`src/rtl/clause_bcp_engine.sv`:
```
// Boolean constraint propagation step for one clause word: assign one literal,
// write the word back if it changed, then classify the clause.
// Optional unit-implication detection is compiled in with `define BCP_UNIT_IMPLY_EN.
module clause_bcp_engine #(
    parameter int unsigned NLIT   = 4,
    parameter int unsigned ADDR_W = 16,
    localparam int unsigned DW    = 3 * NLIT,
    localparam int unsigned OW    = $clog2(NLIT)
) (
    input  logic              CLK,
    input  logic              RST,
    input  logic              START,
    input  logic [OW-1:0]     OFFSET,
    input  logic              VALUE,
    input  logic [ADDR_W-1:0] BASE,
    output logic              MEM_RD,
    output logic              MEM_WR,
    output logic [ADDR_W-1:0] MEM_ADDR,
    output logic [DW-1:0]     MEM_WDATA,
    input  logic [DW-1:0]     MEM_RDATA,
    input  logic              MEM_RVALID,
    output logic              BUSY,
    output logic              DONE,
    output logic [1:0]        RESULT,
    output logic [OW-1:0]     IMPLY_OFFSET,
    output logic              IMPLY_VALUE
);

    localparam logic [1:0] RES_OPEN     = 2'b00;
    localparam logic [1:0] RES_SAT      = 2'b01;
    localparam logic [1:0] RES_UNIT     = 2'b10;
    localparam logic [1:0] RES_CONFLICT = 2'b11;

    typedef enum logic [2:0] {
        S_IDLE, S_READ, S_WAIT, S_CHECK, S_WRITE, S_EVAL, S_FIN
    } state_t;

    state_t              state;
    logic [OW-1:0]       offset_q;
    logic                value_q;
    logic [ADDR_W-1:0]   base_q;
    logic [DW-1:0]       word_q;

    logic [NLIT-1:0]     val_w;
    logic [NLIT-1:0]     asg_w;
    logic [NLIT-1:0]     pol_w;
    logic [NLIT-1:0]     sel;
    logic                off_ok;
    logic                slot_assigned;
    logic                slot_matches;
    logic [DW-1:0]       upd_word;
    logic                any_true;
    logic                all_assigned;
    logic [1:0]          eval_res;

    assign val_w = word_q[NLIT-1:0];
    assign asg_w = word_q[2*NLIT-1:NLIT];
    assign pol_w = word_q[3*NLIT-1:2*NLIT];

    // One-hot select of the requested slot; an out-of-range offset selects nothing
    assign sel           = NLIT'(1) << offset_q;
    assign off_ok        = (32'(offset_q) < 32'(NLIT));
    assign slot_assigned = |(asg_w & sel);
    assign slot_matches  = (|(val_w & sel)) == value_q;

    // Word with the requested literal assigned
    always_comb begin
        upd_word = word_q;
        upd_word[2*NLIT-1:NLIT] = asg_w | sel;
        upd_word[NLIT-1:0]      = value_q ? (val_w | sel) : (val_w & ~sel);
    end

    assign any_true     = |(asg_w & ~(val_w ^ pol_w));
    assign all_assigned = &asg_w;

`ifdef BCP_UNIT_IMPLY_EN
    logic                unit_one;
    logic [OW-1:0]       unit_idx;
    logic                unit_pol;

    // Locate the single unassigned literal, if exactly one exists
    always_comb begin
        logic found;
        logic multi;
        found    = 1'b0;
        multi    = 1'b0;
        unit_idx = '0;
        for (int i = 0; i < int'(NLIT); i++) begin
            if (!asg_w[i]) begin
                if (found) begin
                    multi = 1'b1;
                end else begin
                    found    = 1'b1;
                    unit_idx = OW'(i);
                end
            end
        end
        unit_one = found && !multi;
    end

    assign unit_pol = |(pol_w & (NLIT'(1) << unit_idx));
`endif

    // Clause classification with true-literal priority over conflict and unit
    always_comb begin
        eval_res = RES_OPEN;
        if (any_true) begin
            eval_res = RES_SAT;
        end else if (all_assigned) begin
            eval_res = RES_CONFLICT;
`ifdef BCP_UNIT_IMPLY_EN
        end else if (unit_one) begin
            eval_res = RES_UNIT;
`endif
        end
    end

    // Control FSM with registered memory strobes and status
    always_ff @(posedge CLK or posedge RST) begin
        if (RST) begin
            state        <= S_IDLE;
            offset_q     <= '0;
            value_q      <= 1'b0;
            base_q       <= '0;
            word_q       <= '0;
            MEM_RD       <= 1'b0;
            MEM_WR       <= 1'b0;
            MEM_ADDR     <= '0;
            MEM_WDATA    <= '0;
            BUSY         <= 1'b0;
            DONE         <= 1'b0;
            RESULT       <= RES_OPEN;
            IMPLY_OFFSET <= '0;
            IMPLY_VALUE  <= 1'b0;
        end else begin
            MEM_RD    <= 1'b0;
            MEM_WR    <= 1'b0;
            MEM_ADDR  <= '0;
            MEM_WDATA <= '0;
            DONE      <= 1'b0;
            case (state)
                S_IDLE: begin
                    if (START) begin
                        offset_q     <= OFFSET;
                        value_q      <= VALUE;
                        base_q       <= BASE;
                        RESULT       <= RES_OPEN;
                        IMPLY_OFFSET <= '0;
                        IMPLY_VALUE  <= 1'b0;
                        MEM_RD       <= 1'b1;
                        MEM_ADDR     <= BASE;
                        BUSY         <= 1'b1;
                        state        <= S_READ;
                    end
                end
                S_READ: begin
                    state <= S_WAIT;
                end
                S_WAIT: begin
                    if (MEM_RVALID) begin
                        word_q <= MEM_RDATA;
                        state  <= S_CHECK;
                    end
                end
                S_CHECK: begin
                    if (!off_ok || (slot_assigned && !slot_matches)) begin
                        RESULT <= RES_CONFLICT;
                        DONE   <= 1'b1;
                        state  <= S_FIN;
                    end else if (slot_assigned) begin
                        state <= S_EVAL;
                    end else begin
                        word_q    <= upd_word;
                        MEM_WR    <= 1'b1;
                        MEM_ADDR  <= base_q;
                        MEM_WDATA <= upd_word;
                        state     <= S_WRITE;
                    end
                end
                S_WRITE: begin
                    state <= S_EVAL;
                end
                S_EVAL: begin
                    RESULT <= eval_res;
`ifdef BCP_UNIT_IMPLY_EN
                    if (eval_res == RES_UNIT) begin
                        IMPLY_OFFSET <= unit_idx;
                        IMPLY_VALUE  <= unit_pol;
                    end
`endif
                    DONE  <= 1'b1;
                    state <= S_FIN;
                end
                S_FIN: begin
                    BUSY  <= 1'b0;
                    state <= S_IDLE;
                end
                default: begin
                    BUSY  <= 1'b0;
                    state <= S_IDLE;
                end
            endcase
        end
    end

endmodule
```
`config.mk`:
```
export PLATFORM = sky130hd
export DESIGN_NAME = clause_bcp_engine
export DESIGN_NICKNAME = d
export VERILOG_FILES = /design/src/rtl/clause_bcp_engine.sv
export SDC_FILE = /design/constraint.sdc
export NUM_CORES = 1
export LEC_CHECK = 0
export ABC_CLOCK_PERIOD_IN_PS = 5550
export BUFFER_PORTS_ARGS = -buffer_cell sky130_fd_sc_hd__buf_2
export CAP_MARGIN = 10
export CORE_MARGIN = 4
export CORE_UTILIZATION = 55
export DETAILED_ROUTE_END_ITERATION = 10
export HOLD_SLACK_MARGIN = 0.15
export PLACE_DENSITY = 0.85
export SLEW_MARGIN = 10
export SYNTH_ARGS = -nofsm -noshare
export SYNTH_HDL_FRONTEND = slang
export SYNTH_SLANG_ARGS = --single-unit
```
`constraint.sdc`:
```
create_clock -name CLK -period 5.55 [get_ports CLK]
set_clock_uncertainty 0.1 [all_clocks]
set_input_delay 1.665 -clock CLK [delete_from_list [all_inputs] [get_ports CLK]]
set_output_delay 1.665 -clock CLK [all_outputs]
set_load 0.1 [all_outputs]
```
== Word level (Yosys, flattened, before mapping) ==
Cells that the tools add are included.
Storage, ports and cells
  bits in registers: 68
  latch bits: 0
  RAM bits: 0
  bits in read-only memories: 0
  input bits: 35
  memories kept: 0
Cells by class
  $add $sub $neg: 0
  $mul: 0
  div/mod/pow operators: 0
  order comparisons: 0
  equal/unequal tests: 11
  shifts and indexed selects: 1
  mux-type cells: 31
  bitwise logic cells: 11
  reduce and logical (&&, ||, !) cells: 16
Operators with widths (number)
  $mux 12: 4
  $mux 16: 3
  $pmux 16 s2: 1
  $pmux 12 s2: 1
  $pmux 3 s6: 1
  $and 4x4->4: 4
  $mux 8: 2
  $reduce_or 4->1: 3
  $mux 2: 5
  $ne 2x2->1 const B: 5
  $mux 1: 8
  $not 4->4: 2
  $or 4x4->4: 2
  $reduce_and 4->1: 2
  $eq 3x2->1 const B: 2
  $eq 3x3->1 const B: 2
  $mux 3: 2
  $pmux 2 s3: 1
  $reduce_and 2->1: 3
  $reduce_and 3->1: 2
  $reduce_or 5->1: 1
  $mux 4: 1
  $pmux 1 s2: 2
  $shl 1x2->4 const A: 1
  other kinds (9): 10

== Longest topological paths before layout ==
  word-level depth: 8
  depth in mapped cells: 6
  depth with buffers taken out: 5

== Worst setup path before layout ==
No wires, ideal clock.
  path kind: input to register
  from: in START
  to: reg base_q[0]
  setup time: 0.125 ns
  arrival: 2.817 ns
  data required time: 5.325 ns
  setup slack: 2.508 ns
  stages on the path: 4
  buffers on the path: 2
  cell sequence: nor4b_1 -> buf_2 -> buf_2 -> mux2_2
Between the ends
  word-level cells in the longest chain between the ends: 1
RTL lines
  from (decl): line 12  | input logic START,
  $reduce_and 2->1 (no source line)
  to (signal assigned): line 124  | base_q <= '0;
  to (signal assigned): line 146  | base_q <= BASE;
  to (decl): line 41  | logic [ADDR_W-1:0] base_q;
No other way between the ends.
A chain may end at the register's enable or synchronous reset.

== Worst setup path in the final report ==
  from: reg RESULT[1]
  to: out RESULT[1]
RTL lines
  from (decl): line 24  | output logic [1:0] RESULT,
  from (signal assigned): line 184  | RESULT <= eval_res;
No word-level cell between the ends.

==> summary.md <==
| Metric | Value |
|---|---|
| Status | complete, no violations |
| Die area | 6260 sq um |
| Post-Synth Simple-Gate Area | under 10% |
| CP top delay family | buffers and inverters |
| Total gr overflow | 0 |
| Vias in the first global route | around 1800 |
| Finished Core Util | 69.6% |
| Final Cell Area | about 3400 sq um |
| PortBufs | 68 |
| Crit-path max FO | 2 |
| Final nets | 316 |
| CTS resizes | 0 |
| Worst Path Arrival | 1.15 ns |
| Post-Synth XOR/XNOR Area | ~1.8% |
| Root Driver | clkbuf_8 |
| Critical Path Slowest Stage Cell | buf_2 |
| Warnings, synthesis | 0 |
| Chip Width | 79.1 microns |
| CP Data Required Time | 3.79 ns |
| Mapped Cells | 210 |
| Largest stage delay on the critical path | 0.44 ns |
| Post-synthesis cell type count | 36 |
| Final setup fails | 0 |
| Largest net degree at the start of global routing | 60 |
| Clk_lat worst skew | around 0.34 ns |
| Power density of the placed cells | 687 nW/um^2 |
| Final HPWL DP | 3780 microns |
| H-tree Lvls | 3 |
| Clock transition at the registers of the reported paths | 0.07 ns |
| Worst vdd ir | between 300 and 400 uV |
| Leakage power | 1.68 nW |
| Largest family of logic cells by synthesized area | compound AO/OA/AOI/OAI gates |
| Post-CTS Setup Bufs | 0 |
| Avg Inst Size Synth | 13.2 sq um |
| Row Count | 25 |
| Tcrit/Tclk final | 52.6% |
| 1st-iter DRT viols | 113 |
| Drt total wl | roughly 5400 microns |
| Cell Area, Synth | roughly 2800 sq um |
| Via Count | about 1900 |
| Fraction of layout cells with a size suffix above 1 | 41.3% |
| Area Overhead vs Synth | 20.6% |
| Worst Max-Slew Pin Slew | 0.715 ns |
| Io pins | 72 |
| Synth Register Bits | 68 |
| Drt wl/cell | approximately 15 microns |
| Initial DRT Pass Iterations | 5 |
| Chip height | between 70 and 80 microns |
| CP Cell Sequence | buf_2 |
| Mux contribution to synthesized area | between 10% and 20% |
| Headroom to the max-slew limit | a little over half |
| Clk buf depth | 2 |
| Max Clk Rate | 343 MHz |
| Startpoint type of the worst setup path | register |
| Adder-Cell Fraction of Synth Area | 0% |
| RSZ-0062 raised after global routing | no |
| Max-cap violations | 0 |
| Hold WC Path Type | register to register |
| Shortest period the worst path allows | 2.92 ns |
| WHS | 0.377 ns |
| CP bufs+invs | 1 |
| DRC | 0 |
| Setup TNS | 0 ns |
| Final slew viol count | 0 |
| Total clock buffers created by CTS | 9 |
| Clk sinks | 68 |
| Core area | 4820 sq um |
| Antenna Cells | 0 |
| Endpoint class of the critical path | primary output |
| WS Path Type | register to primary output |
| DRT antenna net count | 0 |
| First-pass GRT wire length | 8990 microns |
| # hold bufs at CTS | 0 |
| Initial cell density of the core | 57.7% |
| Post-synthesis sequential area ratio | 61.2% |
| Hold Fails Final Rpt | 0 |
| Initial antenna violation count | 0 |
| Vias per Instance | 5.30 |
| DP Area | 3150 sq um |
| GRT Util Overall | 19.4% |
| CTS tree | yes |
| Final GP Congestion | 0.884 |
| Synth Area in Compound Gates | between 10 and 15% |
sequential cells by signal (all words and copies together), names as in the netlist:
name and count:
BUSY 1, DONE 1, MEM_ADDR 16, MEM_RD 1, MEM_WDATA 12, MEM_WR 1
RESULT 2, base_q 16, offset_q 2, state 3, value_q 1, word_q 12
area by class of cell:
| class | count | area (sq um) |
|---|---|---|
| Clock inverter | 6 | 63.8 |
| Sequential cell | 68 | 1700 |
| Multi-Input combinational cell | 126 | 988 |
| Timing Repair Buffer | 70 | 355 |
| Tap cell | 67 | 83.8 |
| Inverter | 6 | 22.5 |
| Fill cell | 383 | 1460 |
| Clock buffer | 10 | 138 |
cells by family (layout without fill, tap and decap cells):
logic type,after synthesis,after routing
flops,68,68
simple gates,37,37
compound gates,52,52
xor+xnor,5,5
mux,29,29
other cells,1,3
buf+inv,18,92
through the flow:
step | total power [mW] | std cells | setup slack, ns
2_1_floorplan | 1.73 | 212 | 2.07
3_3_place_gp | 1.88 | 337 | 2.43
3_5_place_dp | 1.91 | 337 | 2.37
4_1_cts | 2.32 | 353 | 2.62
5_1_grt | 2.43 | 353 | 2.59
6_report | 2.30 | 353 | 2.63
cell usage in the layout (no fill, tap or decap), types with 5 or more instances in the layout:
cell,instances
a21oi_1,14
a22o_1,16
buf_2,68
clkbuf_8,10
dfrtp_1,68
inv_1,5
mux2_2,23
nand2_1,9
nor2_1,11
o22ai_1,5
path summary, 6_finish.rpt:
path                           endpoint  slack (ns)         from  cells past startpoint
setup reg to reg            MEM_ADDR[7]        2.89  offset_q[0]                      4
hold / removal                     BUSY        0.38         BUSY                      1
min in group asynchronous   MEM_ADDR[6]        1.12          RST                      2
setup / recovery              RESULT[1]        2.63    RESULT[1]                      1
hold reg to reg                    BUSY        0.38         BUSY                      1
max in group asynchronous  MEM_WDATA[4]        3.27          RST                      3
cells in the mapped netlist, drive strengths merged:
master | instances | share of area (%)
mux4 | 2 | 1.6
o32ai | 1 | 0.31
conb | 1 | 0.13
dfrtp | 68 | 61
nand4 | 1 | 0.23
nand2b | 4 | 0.90
nor2b | 1 | 0.23
inv | 6 | 0.81
nor4b | 1 | 0.31
nand2 | 10 | 1.4
or3 | 2 | 0.45
o221a | 1 | 0.72
o21ai | 3 | 0.54
a21oi | 14 | 2.5
mux2i | 3 | 1.1
mux2 | 24 | 9.9
o22ai | 5 | 1.1
a2bb2oi | 4 | 1.3
xor2 | 1 | 0.58
a21o | 2 | 0.58
xnor2 | 4 | 1.3
o22a | 4 | 1.3
clkbuf | 1 | 0.13
nand3 | 2 | 0.36
a22oi | 2 | 0.54
a22o | 16 | 5.0
nor2 | 11 | 1.5
and2 | 4 | 0.90
and3b | 1 | 0.31
buf | 11 | 2.8
power breakdown:
part           total (mW)  switching (mW)  internal [mW]
registers           0.829           0.150          0.679
logic                1.07           0.735          0.338
clock network       0.401           0.182          0.218
total                2.30            1.07           1.23
routing by layer:
layer | GRT usage [%] | vias to the layer above | wire length, microns | part of all wire [%]
met5 | 0 | - | 0 | 0
met3 | 5.56 | 5 | 369 | 6.8
met1 | 23.3 | 917 | 2230 | 41
li1 | - | 893 | - | -
met4 | 10.8 | 0 | 61 | 1.1
met2 | 31.3 | 56 | 2790 | 51
Power figures use the tool's default switching activity.
